===== src/rtl/uart_wb_master.sv =====
// Command/response front end that runs single Wishbone cycles against a UART core.
// Define UART_WB_TIMEOUT_EN to abort cycles that see no ACK within TIMEOUT_CYCLES.
module uart_wb_master #(
  parameter int         TIMEOUT_CYCLES = 16,
  parameter logic [3:0] SEL_VALUE      = 4'b0001
) (
  input  logic       clock,
  input  logic       WB_RST_I,
  input  logic       cmd_valid,
  output logic       cmd_ready,
  input  logic       cmd_we,
  input  logic [2:0] cmd_addr,
  input  logic [7:0] cmd_wdata,
  output logic       rsp_valid,
  input  logic       rsp_ready,
  output logic [7:0] rsp_rdata,
  output logic       rsp_err,
  output logic [2:0] WB_ADDR_O,
  output logic [3:0] WB_SEL_O,
  output logic [7:0] WB_DAT_O,
  input  logic [7:0] WB_DAT_I,
  output logic       WB_WE_O,
  output logic       WB_STB_O,
  output logic       WB_CYC_O,
  input  logic       WB_ACK_I,
  input  logic       INT_I,
  output logic       irq_o
);

  if (TIMEOUT_CYCLES < 2 || TIMEOUT_CYCLES > 255) begin : g_bad_timeout
    $error("TIMEOUT_CYCLES must be in 2..255");
  end

  typedef enum logic [1:0] {IDLE, BUS, RESP} state_t;

  state_t     state_q, state_d;
  logic       cyc_q, cyc_d;
  logic       we_q, we_d;
  logic [2:0] addr_q, addr_d;
  logic [7:0] dat_q, dat_d;
  logic [3:0] sel_q, sel_d;
  logic       rsp_valid_q, rsp_valid_d;
  logic [7:0] rdata_q, rdata_d;
  logic       irq_q;
  logic       bus_done;

`ifdef UART_WB_TIMEOUT_EN
  localparam logic [7:0] CNT_LAST = 8'(TIMEOUT_CYCLES - 1);
  logic [7:0] cnt_q, cnt_d;
  logic       err_q, err_d;
`endif

  always_comb begin
    state_d     = state_q;
    cyc_d       = cyc_q;
    we_d        = we_q;
    addr_d      = addr_q;
    dat_d       = dat_q;
    sel_d       = sel_q;
    rsp_valid_d = rsp_valid_q;
    rdata_d     = rdata_q;
    bus_done    = 1'b0;
`ifdef UART_WB_TIMEOUT_EN
    cnt_d       = cnt_q;
    err_d       = err_q;
`endif
    case (state_q)
      IDLE: begin
        if (cmd_valid) begin
          state_d = BUS;
          cyc_d   = 1'b1;
          we_d    = cmd_we;
          addr_d  = cmd_addr;
          dat_d   = cmd_wdata;
          sel_d   = SEL_VALUE;
`ifdef UART_WB_TIMEOUT_EN
          cnt_d   = 8'd0;
`endif
        end
      end
      BUS: begin
        // ACK takes priority over a coinciding terminal count
        if (WB_ACK_I) begin
          bus_done = 1'b1;
          rdata_d  = we_q ? 8'h00 : WB_DAT_I;
`ifdef UART_WB_TIMEOUT_EN
          err_d    = 1'b0;
        end else if (cnt_q == CNT_LAST) begin
          bus_done = 1'b1;
          rdata_d  = 8'h00;
          err_d    = 1'b1;
        end else begin
          cnt_d    = cnt_q + 8'd1;
`endif
        end
      end
      RESP: begin
        if (rsp_ready) begin
          state_d     = IDLE;
          rsp_valid_d = 1'b0;
          rdata_d     = 8'h00;
`ifdef UART_WB_TIMEOUT_EN
          err_d       = 1'b0;
`endif
        end
      end
      default: state_d = IDLE;
    endcase

    if (bus_done) begin
      state_d     = RESP;
      cyc_d       = 1'b0;
      we_d        = 1'b0;
      addr_d      = 3'd0;
      dat_d       = 8'h00;
      sel_d       = 4'd0;
      rsp_valid_d = 1'b1;
    end
  end

  always_ff @(posedge clock) begin
    if (WB_RST_I) begin
      state_q     <= IDLE;
      cyc_q       <= 1'b0;
      we_q        <= 1'b0;
      addr_q      <= 3'd0;
      dat_q       <= 8'h00;
      sel_q       <= 4'd0;
      rsp_valid_q <= 1'b0;
      rdata_q     <= 8'h00;
      irq_q       <= 1'b0;
`ifdef UART_WB_TIMEOUT_EN
      cnt_q       <= 8'd0;
      err_q       <= 1'b0;
`endif
    end else begin
      state_q     <= state_d;
      cyc_q       <= cyc_d;
      we_q        <= we_d;
      addr_q      <= addr_d;
      dat_q       <= dat_d;
      sel_q       <= sel_d;
      rsp_valid_q <= rsp_valid_d;
      rdata_q     <= rdata_d;
      irq_q       <= INT_I;
`ifdef UART_WB_TIMEOUT_EN
      cnt_q       <= cnt_d;
      err_q       <= err_d;
`endif
    end
  end

  assign cmd_ready = (state_q == IDLE) && !WB_RST_I;
  assign WB_CYC_O  = cyc_q;
  assign WB_STB_O  = cyc_q;
  assign WB_WE_O   = we_q;
  assign WB_ADDR_O = addr_q;
  assign WB_DAT_O  = dat_q;
  assign WB_SEL_O  = sel_q;
  assign rsp_valid = rsp_valid_q;
  assign rsp_rdata = rdata_q;
  assign irq_o     = irq_q;
`ifdef UART_WB_TIMEOUT_EN
  assign rsp_err   = err_q;
`else
  assign rsp_err   = 1'b0;
`endif

endmodule

===== config.mk =====
export PLATFORM = sky130hd
export DESIGN_NAME = uart_wb_master
export DESIGN_NICKNAME = d
export VERILOG_FILES = /design/src/rtl/uart_wb_master.sv
export SDC_FILE = /design/constraint.sdc
export NUM_CORES = 1
export LEC_CHECK = 0
export BUFFER_PORTS_ARGS = -buffer_cell sky130_fd_sc_hd__buf_2
export CORE_UTILIZATION = 23
export CTS_CLUSTER_SIZE = 25
export DETAILED_ROUTE_END_ITERATION = 6
export MAX_ROUTING_LAYER = met4
export PLACE_DENSITY_LB_ADDON = 0.1
export SYNTH_ARGS = -nofsm -noshare
export SYNTH_HDL_FRONTEND = slang
export SYNTH_SLANG_ARGS = --single-unit

===== constraint.sdc =====
create_clock -name clock -period 2.7 [get_ports clock]
set_clock_uncertainty 0.05 [all_clocks]
set_input_delay 0 -clock clock [delete_from_list [all_inputs] [get_ports clock]]
set_output_delay 0 -clock clock [all_outputs]
set_load 0.01 [all_outputs]

==> flow_summary.ini <==
[clocking]
cts_htree_levels = 1
clk_pin_slew_ns = 0.10
cts_tree = built
cts_made_buffers = 3
cts_buffer_depth = 2
clock-sinks = 25
root_buffer = clkbuf_8
clk_latency_ns = 0.27
cts_resized = 0

[logic_synthesis]
synthArstFlopShare_pct = 0
synthesis.area_um2 = 1030
synth_cell_types = 23
synthFlopType = dfxtp_1
synthMuxAreaShare_pct = 11.7
avgSynthCellArea_um2 = 9.80
yosys_warnings = 0
synth-adder-area-share_pct = 0
synth-xor-area-share_pct = 0
ys_ff_latch = 25
ys_seq_area_share_pct = 48.7
synth_edf_count = 0
synth-simple-area-share_pct = 21.0
synth_compound_area_share_pct = 8.88
syn_inst = 105
synth_top_family_by_area = simple AND/OR/NAND/NOR gates

[floorplan]
start_util_pct = 24.8
core-area_um2 = 4140
io_pins = 56
placement_rows = 23
dieWidth_um = 68.9
die_area_um2 = 4740
fp.dieH_um = 68.9

[routing]
postRouteAntennaNets = 0
routed_wl_um = 2490
viasPerCell = 4.20
drtPass1Iterations = 4
drc = 0
wl_per_cell_um = 11.1
drtIter0Drc = 14
vias = 944

[finish]
areaGrowthSynthToFinish_pct = 51.0
antenna_cells = 0
layout_commonest_cell = buf_2
final_util_pct = 37.5
nNetsFinal = 202
seq_area_um2 = 500
drive_above_1_share_pct = 34.3
fill_cells = 455
multiInputGateArea_um2 = 443
final_cell_mix = buf_2, dfxtp_1, dlygate4sd3_1

[timing]
finalMaxSlewViolations = 0
tns_ns = 0
finalHoldViolCount = 3
fmax_mhz = 628
min_period_ns = 1.59
timing.final.crit_share_pct = 59.0
timing.hold.ws_ns = -0.0111
finalSetupViolations = 0
rsz0062_at_grt = false

[placement]
dp_hpwl_um = 1740
routabilityCongestion = 0.610
io_buffers = 51

[setup_path]
cp_cell_sequence = and3b_1 -> or2_1 -> nor2_1
crit_fanout = 14
worst_path_max_delay_cell = or2_1
critical_path.startpoint_type = flip-flop
critPathKind = reg -> reg
cp_data_arrival_time_ns = 1.69
cp_data_required_time_ns = 2.80
crit_path_max_incr_delay_ns = 0.46
reg2reg_setup_slack_ns = 1.11
worstSetupEndpointType = flip-flop

[status]
failed_checks = hold timing
status = complete, but fails checks

[global_route]
antenna_found_initial = 0
grt_pass1_vias = 852
grt_pass1_wl_um = 3680
grt-ovfl-total = 0
grt_max_degree = 17
grt_util_all_layers_pct = 11.1

[power_and_ir_drop]
powerDensity_nw_per_um2 = 510
peakVddDrop_v = 0.000173
p_leak_uw = 0.000731

[job]
cap_violations = 0

[min_path]
hp-class = in -> reg
==> what timing repair did <==
action,4_1_cts,5_1_grt
buffers inserted,0,0
setup endpoints to repair,0,0
endpoints found under the hold margin,23,0
hold buffers,23,0
==> cell families after synthesis <==
family          Yosys count
mux                      12
buf+inv                  13
flops                    25
other cells               1
compound gates           14
simple gates             40
==> registers in the layout (all words and copies together) (netlist names) <==
name / count
WB_DAT_O: 8
WB_ADDR_O: 3
state_q: 2
rsp_rdata: 8
WB_WE_O: 1
irq_o: 1
rsp_valid: 1
WB_SEL_O: 1
==> metrics by stage <==
step,power (µW),area (µm²),hold WS [ns],setup slack [ns],instances
6_report,792,1550,-0.0111,1.11,225
4_1_cts,807,1550,0.00140,1.08,225
3_5_place_dp,547,1270,0.169,1.10,198
2_1_floorplan,505,1040,0.0782,1.43,108
3_3_place_gp,545,1270,0.160,1.16,198
5_1_grt,844,1550,0.00416,0.940,225
==> final timing paths <==
path                      from           end  cells after the start
setup / recovery    state_q[0]  WB_ADDR_O[2]                      3
hold / removal        WB_RST_I    state_q[1]                      2
setup reg to reg    state_q[0]  WB_ADDR_O[2]                      3
hold reg to reg   rsp_rdata[3]  rsp_rdata[3]                      2
==> power breakdown <==
group	switching [µW]	total [µW]	internal, µW
Sequential	14.3	406	392
Clock	123	230	108
Combinational	72.7	155	82.7
==> layout make-up <==
cell class / count / area share, %
Clock inverter: 1 / 0.564
Tap cell: 50 / 4.03
Clock buffer: 3 / 2.66
Sequential cell: 25 / 32.2
Inverter: 1 / 0.242
Timing Repair Buffer: 75 / 31.7
Multi-Input combinational cell: 70 / 28.5
==> worst max-delay path: cells and delay by family (launching register included) <==
| family | cells | cell delay [ns] |
|---|---|---|
| simple gates | 3 | 0.98 |
| flops | 1 | 0.44 |
==> synthesized netlist by cell type (2+ instances only) <==
library cell	instances	area (µm²)
buf_6	3	33.8
buf_4	6	45.0
dfxtp_1	25	500
nand2b_1	8	50.1
nor2_1	17	63.8
nand4_1	8	50.1
o21ai_0	9	45.0
a21oi_1	2	10.0
buf_2	2	10.0
mux2i_1	12	120
==> per-layer routing <==
metal	share of wire, %	vias up	routed length [µm]	global-route usage (%)
met1	42	424	1050	11.7
met3	5.6	2	139	2.96
li1	-	484	-	-
met2	52	34	1290	19.9
met5	0	-	0	-
met4	0.60	0	15	3.83
No activity file was read; power rests on OpenSTA's default activity.
